==> src/rtl/mc_pkg.sv <==
// mc_pkg - shared definitions for the multicycle_ctrl block.
//   state_t      : controller FSM states
//   alu_op_t     : ALU operation class handed to mc_alu_dec
//   OP_*         : opcode values (zero-extended to the opcode width)
//   ALU_*        : alucontrol encodings
//   SRCB_* / PC_*: alusrcb and pcsrc mux encodings
package mc_pkg;

  typedef enum logic [3:0] {
    S_FETCH,
    S_DECODE,
    S_EXEC_R,
    S_EXEC_I,
    S_MEM_ADDR,
    S_MEM_RD,
    S_MEM_WB,
    S_MEM_WR,
    S_REG_WB,
    S_BRANCH,
    S_JUMP
  } state_t;

  typedef enum logic [1:0] {
    ALU_OP_ADD,
    ALU_OP_SUB,
    ALU_OP_FUNC
  } alu_op_t;

  localparam int OP_RTYPE = 0;
  localparam int OP_ADDI  = 1;
  localparam int OP_LW    = 2;
  localparam int OP_SW    = 3;
  localparam int OP_BEQ   = 4;
  localparam int OP_BNE   = 5;
  localparam int OP_JUMP  = 6;

  localparam logic [2:0] ALU_ADD = 3'b000;
  localparam logic [2:0] ALU_SUB = 3'b001;
  localparam logic [2:0] ALU_AND = 3'b010;
  localparam logic [2:0] ALU_OR  = 3'b011;
  localparam logic [2:0] ALU_SLT = 3'b100;

  localparam logic [1:0] SRCB_REG = 2'b00;
  localparam logic [1:0] SRCB_ONE = 2'b01;
  localparam logic [1:0] SRCB_IMM = 2'b10;

  localparam logic [1:0] PC_ALU    = 2'b00;
  localparam logic [1:0] PC_ALUOUT = 2'b01;
  localparam logic [1:0] PC_JUMP   = 2'b10;

endpackage

==> src/rtl/mc_alu_dec.sv <==
// mc_alu_dec - ALU control decoder for multicycle_ctrl.
//   alu_op     in  : operation class chosen by the controller state
//   func       in  : instruction function field; only func[4:0] matters
//   alucontrol out : ALU operation select (see ALU_* in mc_pkg)
// For register-type operations the lowest set bit of func[4:0] wins;
// with none of those bits set the ALU adds.
module mc_alu_dec
  import mc_pkg::*;
#(
  parameter int FNW = 9
) (
  input  alu_op_t        alu_op,
  input  logic [FNW-1:0] func,
  output logic [2:0]     alucontrol
);

  always_comb begin
    // NOTE: assign a default before the case so every path drives the
    // output and no latch is inferred.
    alucontrol = ALU_ADD;
    case (alu_op)
      ALU_OP_SUB: alucontrol = ALU_SUB;
      ALU_OP_FUNC: begin
        if (func[0])      alucontrol = ALU_ADD;
        else if (func[1]) alucontrol = ALU_SUB;
        else if (func[2]) alucontrol = ALU_AND;
        else if (func[3]) alucontrol = ALU_OR;
        else if (func[4]) alucontrol = ALU_SLT;
      end
      default: alucontrol = ALU_ADD;
    endcase
  end

  // Upper function bits carry no ALU meaning for this controller.
  if (FNW > 5) begin : g_func_hi
    logic unused_func_hi;
    assign unused_func_hi = ^func[FNW-1:5];
  end

endmodule

==> src/rtl/multicycle_ctrl.sv <==
// multicycle_ctrl - multi-cycle instruction controller with memory handshake.
// Sequences FETCH/DECODE/EXECUTE/MEMORY/WRITEBACK, waits on mem_ready with a
// bounded timeout (bus_err), and traps undefined opcodes (illegal).
// Optional build macro: MC_PERF_CNT_EN adds cyc_cnt / ret_cnt counters.
// Ports:
//   clk, rst        : clock, synchronous active-high reset
//   opcode, func    : instruction fields from the IR (held for the instruction)
//   zero            : ALU zero flag
//   mem_ready       : memory finishes the current access this cycle
//   mem_req         : memory access request
//   pwrite, iwrite, regwrite, memwrite : write enables
//   adrsrc, memtoreg, alusrca, regdest : 1-bit mux selects
//   alusrcb, pcsrc, alucontrol          : multi-bit selects
//   illegal, bus_err                    : one-cycle fault pulses
//   cyc_cnt, ret_cnt (MC_PERF_CNT_EN)   : cycle and retired-instruction counts
module multicycle_ctrl
  import mc_pkg::*;
#(
  parameter int OPW      = 4,
  parameter int FNW      = 9,
  parameter int MAX_WAIT = 15
) (
  input  logic           clk,
  input  logic           rst,
  input  logic [OPW-1:0] opcode,
  input  logic [FNW-1:0] func,
  input  logic           zero,
  input  logic           mem_ready,
  output logic           mem_req,
  output logic           pwrite,
  output logic           iwrite,
  output logic           regwrite,
  output logic           memwrite,
  output logic           adrsrc,
  output logic           memtoreg,
  output logic           alusrca,
  output logic           regdest,
  output logic [1:0]     alusrcb,
  output logic [1:0]     pcsrc,
  output logic [2:0]     alucontrol,
  output logic           illegal,
  output logic           bus_err
`ifdef MC_PERF_CNT_EN
  ,
  output logic [31:0]    cyc_cnt,
  output logic [31:0]    ret_cnt
`endif
);

  localparam int CW = $clog2(MAX_WAIT + 1);
  localparam logic [CW-1:0] WAIT_LIMIT = CW'(MAX_WAIT);

  state_t        state, next_state;
  logic [CW-1:0] wait_cnt;
  alu_op_t       alu_op;
  logic          in_mem_state, timeout;
  logic          op_rtype, op_addi, op_lw, op_sw, op_beq, op_bne, op_jump;

  assign op_rtype = (opcode == OPW'(OP_RTYPE));
  assign op_addi  = (opcode == OPW'(OP_ADDI));
  assign op_lw    = (opcode == OPW'(OP_LW));
  assign op_sw    = (opcode == OPW'(OP_SW));
  assign op_beq   = (opcode == OPW'(OP_BEQ));
  assign op_bne   = (opcode == OPW'(OP_BNE));
  assign op_jump  = (opcode == OPW'(OP_JUMP));

  assign in_mem_state = (state == S_FETCH) || (state == S_MEM_RD) || (state == S_MEM_WR);
  // A ready in the last allowed cycle still completes the access.
  assign timeout = in_mem_state && !mem_ready && (wait_cnt == WAIT_LIMIT);

  mc_alu_dec #(.FNW(FNW)) u_alu_dec (
    .alu_op     (alu_op),
    .func       (func),
    .alucontrol (alucontrol)
  );

  always_comb begin
    next_state = state;
    alu_op     = ALU_OP_ADD;
    mem_req    = 1'b0;
    pwrite     = 1'b0;
    iwrite     = 1'b0;
    regwrite   = 1'b0;
    memwrite   = 1'b0;
    adrsrc     = 1'b0;
    memtoreg   = 1'b0;
    alusrca    = 1'b0;
    regdest    = 1'b0;
    alusrcb    = SRCB_REG;
    pcsrc      = PC_ALU;
    illegal    = 1'b0;
    bus_err    = 1'b0;
    // Every output stays at 0 while reset is held.
    if (!rst) begin
      case (state)
        S_FETCH: begin
          mem_req = 1'b1;
          alusrcb = SRCB_ONE;
          if (timeout) begin
            bus_err = 1'b1;
          end else if (mem_ready) begin
            iwrite     = 1'b1;
            pwrite     = 1'b1;
            next_state = S_DECODE;
          end
        end
        S_DECODE: begin
          // Branch target is computed here and parked in ALUOut.
          alusrcb = SRCB_IMM;
          if (op_rtype)             next_state = S_EXEC_R;
          else if (op_addi)         next_state = S_EXEC_I;
          else if (op_lw || op_sw)  next_state = S_MEM_ADDR;
          else if (op_beq || op_bne) next_state = S_BRANCH;
          else if (op_jump)         next_state = S_JUMP;
          else begin
            illegal    = 1'b1;
            next_state = S_FETCH;
          end
        end
        S_EXEC_R: begin
          alusrca    = 1'b1;
          alu_op     = ALU_OP_FUNC;
          next_state = S_REG_WB;
        end
        S_EXEC_I: begin
          alusrcb    = SRCB_IMM;
          next_state = S_REG_WB;
        end
        S_REG_WB: begin
          // Shared by RTYPE and ADDI; the held opcode picks the destination.
          regwrite   = 1'b1;
          regdest    = op_rtype;
          next_state = S_FETCH;
        end
        S_MEM_ADDR: begin
          alusrca    = 1'b1;
          alusrcb    = SRCB_IMM;
          next_state = op_lw ? S_MEM_RD : S_MEM_WR;
        end
        S_MEM_RD: begin
          mem_req = 1'b1;
          adrsrc  = 1'b1;
          if (timeout) begin
            bus_err    = 1'b1;
            next_state = S_FETCH;
          end else if (mem_ready) begin
            next_state = S_MEM_WB;
          end
        end
        S_MEM_WB: begin
          regwrite   = 1'b1;
          memtoreg   = 1'b1;
          next_state = S_FETCH;
        end
        S_MEM_WR: begin
          mem_req = 1'b1;
          adrsrc  = 1'b1;
          if (timeout) begin
            bus_err    = 1'b1;
            next_state = S_FETCH;
          end else begin
            memwrite = 1'b1;
            if (mem_ready) next_state = S_FETCH;
          end
        end
        S_BRANCH: begin
          alusrca    = 1'b1;
          alu_op     = ALU_OP_SUB;
          pcsrc      = PC_ALUOUT;
          pwrite     = op_bne ? ~zero : zero;
          next_state = S_FETCH;
        end
        S_JUMP: begin
          pcsrc      = PC_JUMP;
          pwrite     = 1'b1;
          next_state = S_FETCH;
        end
        default: next_state = S_FETCH;
      endcase
    end
  end

  always_ff @(posedge clk) begin
    // NOTE: sequential state uses non-blocking assignments so every register
    // samples pre-edge values regardless of block ordering.
    if (rst) begin
      state    <= S_FETCH;
      wait_cnt <= '0;
    end else begin
      state <= next_state;
      // Counts only stalled cycles of a live access; any completion, timeout
      // or non-memory state clears it, so each new access starts at zero.
      if (in_mem_state && !mem_ready && !timeout) wait_cnt <= wait_cnt + CW'(1);
      else                                         wait_cnt <= '0;
    end
  end

`ifdef MC_PERF_CNT_EN
  logic ret_inc;

  // Arrivals in FETCH retire an instruction unless it was trapped or aborted.
  assign ret_inc = (next_state == S_FETCH) && (state != S_FETCH) && !illegal && !bus_err;

  always_ff @(posedge clk) begin
    if (rst) begin
      cyc_cnt <= '0;
      ret_cnt <= '0;
    end else begin
      cyc_cnt <= cyc_cnt + 32'd1;
      if (ret_inc) ret_cnt <= ret_cnt + 32'd1;
    end
  end
`endif

endmodule

==> config.mk <==
export PLATFORM = sky130hd
export DESIGN_NAME = multicycle_ctrl
export DESIGN_NICKNAME = d
export VERILOG_FILES = /design/src/rtl/mc_pkg.sv /design/src/rtl/mc_alu_dec.sv /design/src/rtl/multicycle_ctrl.sv
export SDC_FILE = /design/constraint.sdc
export NUM_CORES = 1
export LEC_CHECK = 0
export BUFFER_PORTS_ARGS = -buffer_cell sky130_fd_sc_hd__buf_2
export CELL_PAD_IN_SITES_DETAIL_PLACEMENT = 0
export CELL_PAD_IN_SITES_GLOBAL_PLACEMENT = 1
export CORE_MARGIN = 2
export CORE_UTILIZATION = 35
export DETAILED_ROUTE_END_ITERATION = 8
export PLACE_DENSITY = 0.85
export SYNTH_ARGS = -nofsm -noshare
export SYNTH_HDL_FRONTEND = slang
export SYNTH_SLANG_ARGS = --single-unit
==> constraint.sdc <==
create_clock -name clk -period 4.5 [get_ports clk]
set_input_delay 0.225 -clock clk [delete_from_list [all_inputs] [get_ports clk]]
set_output_delay 0.225 -clock clk [all_outputs]
set_load 0.005 [all_outputs]
==> reports/results.ini <==
[cells_and_area]
final_util_pct=43.9
final_cell_count_no_fill=162
fin_area_um2=980
diodes=0
drive_above_1_share_pct=32.8
final_nets=156
area_delta_synth_final_pct=17.0

[clock_tree]
numCtsBuffers=3
clkSinkCount=8
htree_num_levels=1
post_cts.repair.setup_buffers=0
cts_hold_buf=0
clk_pin_slew_ns=0.05
cts_tree=done
cts_buffer_depth=2
clk_latency_ns=0.24
cts_root_buf=clkbuf_4
ctsResizeCount=0

[drt]
wirelength_met1_um=864
wirelength_mm=1.86
wl_per_cell_um=11.5
viasPerCell=5.35
drt_first_iter_violations=16
drc=0
ant_nets=0
wl_met3_um=72
vias=867
route.met2.wl_um=918
dr.pass1.iters=4
routed.top_layer=met4

[logic_synthesis]
yosysWarningCount=0
synth_area_leaders=dfxtp_1 19%, ha_1 4.5%, nor2_1 4.5%
synth_top_area_share_pct=19.1
synth_seq_area_share_pct=19.1
synth_edf_count=0
synth_common_cells=10 x nor2_1, 8 x dfxtp_1, 6 x a21oi_1, 6 x nand2_1
netlist.top_cell.by_area=dfxtp_1
synth_flop_cell=dfxtp_1
netlist_instances=109
synthMostInstantiatedCell=nor2_1
async_flop_share_pct=0
synth_cell_types=47
synth.net_count=129
syn_area_um2=837
synth_area_per_cell_um2=7.68
yosys_register_bits=8

[placed_design]
dp_slack_ns=2.27
dp_hpwl_mm=1.45
placed_cells=159
port_buffers=30
routabilityCongestion=0.750
post_dp_cell_area_um2=957

[setup_path]
crit_type=register to output port
crit_slowest_cell=nor3_1
reg2reg_setup_slack_ns=2.66
worstSetupEndpointType=output port
cp_slowest_stage_delay_ns=0.61
start_kind=register
cp_data_required_time_ns=4.28
timing.rr.end=state[1]
crit_chain=nor3_1 -> nand2_1 -> ha_1 -> nor4b_1 -> buf_2
r2r_start=state[2]
crit_arrival_ns=2.28
r2r_cells=4
cp_max_fo=18

[sta]
worst_pin_slew_ns=0.625
finalMaxSlewViolations=0
finalCriticalPeriod_ns=2.50
setup-tns-final_ns=0
fin_worst_skew_ns=0.00115
hold_viol=0
fmax_mhz=399
post-route-period-util_pct=55.6
rsz0062_at_grt=false
max-slew-margin-rel_pct=58.0
setup_viol=0
fin_ws_ns=2.00
hold-worst-slack_ns=0.294

[pwr]
combPwrFrac_pct=25.4
cellPowerDensity_nw_per_um2=178
total_leakage_power_nw=0.469
power_uw=174
p_clk_share_pct=28.8
peakVddDrop_uv=155
intPower_uw=126
power_switching_uw=48.3
seqPwrFrac_pct=45.8
switching_share_pct=27.7

[floorplan]
coreArea_um2=2230
initial_core_util_pct=37.5
rows=17
ios=35
die_area_um2=2800
die_w_um=52.9
dieHeight_um=52.9

[global_routing]
antenna_found_initial=0
grt_pass1_vias=748
track_usage_pct=14.4
grt_max_degree=19
grt_pass1_wl_mm=3.11
overflow=0

[outcome]
status=completed

[hold_path]
holdPathStages=2
min-delay-start=rst
hold_class=input pin to register
whs_endpoint=state[1]

[run]
max-cap-violations=0

==> power groups by stage <==
stage	sequential, mW	combinational, mW	clock (mW)
2_1_floorplan	0.0771	0.0358	0
3_3_place_gp	0.0812	0.0436	0
3_5_place_dp	0.0813	0.0441	0
4_1_cts	0.0798	0.0445	0.0534
5_1_grt	0.0807	0.0499	0.0581
6_report	0.0799	0.0443	0.0503
==> worst max-delay path by stage <==
stage,start,endpoint,slack [ns]
after detailed placement,state[1],alucontrol[1],2.27
after global placement,state[1],alucontrol[1],2.25
final,state[1],alucontrol[1],2.00
after CTS,state[1],alucontrol[1],1.99
after global routing,state[1],alucontrol[1],1.81
after floorplan,state[1],alucontrol[1],2.58
==> critical path: cells and delay by family, from the launching register on <==
| family | cells | cell delay (ns) |
|---|---|---|
| flops | 1 | 0.48 |
| buf+inv | 1 | 0.16 |
| fa+ha+maj | 1 | 0.34 |
| simple gates | 3 | 1.06 |
==> area by class of cell <==
cell class / count / area, µm²
Fill cell: 255 / 1250
Multi-Input combinational cell: 88 / 593
Sequential cell: 8 / 160
Timing Repair Buffer: 30 / 150
Tap cell: 28 / 35.0
Clock buffer: 3 / 22.5
Inverter: 5 / 18.8
==> cell families after synthesis <==
| logic type | synth area share (%) |
|---|---|
| and+or+nand+nor | 41.9 |
| AOI/OAI and AO/OA | 19.0 |
| xor gates and xnor gates | 4.19 |
| buffers and inverters | 10.0 |
| DFF | 19.1 |
| adders and majority gates | 4.48 |
| muxes | 1.35 |
==> metal layers <==
layer  GRT usage (%)  vias up
li1                -      452
met1            17.2      400
met2            26.0       13
met3            1.69        2
met4            5.13        0
met5               0        -
==> sequential cells by signal, indices dropped and copies added (netlist names) <==
name	cells
wait_cnt	4
state	4
==> placed cells by master, fill, tap and decap left out, types with 2 or more instances in the layout <==
cell	count
buf_2	30
nor2_1	10
dfxtp_1	8
nand2_1	6
a21oi_1	6
nor3_1	5
inv_1	5
nor2b_1	5
o21ai_0	5
nor4_1	5
nor3b_1	3
and3_1	3
ha_1	3
clkbuf_4	3
and2_1	2
nand3_1	2
a31oi_1	2
xor2_1	2
xnor2_1	2
nand3b_1	2
o211ai_1	2
Note: power is estimated with default switching activity, not from simulation.
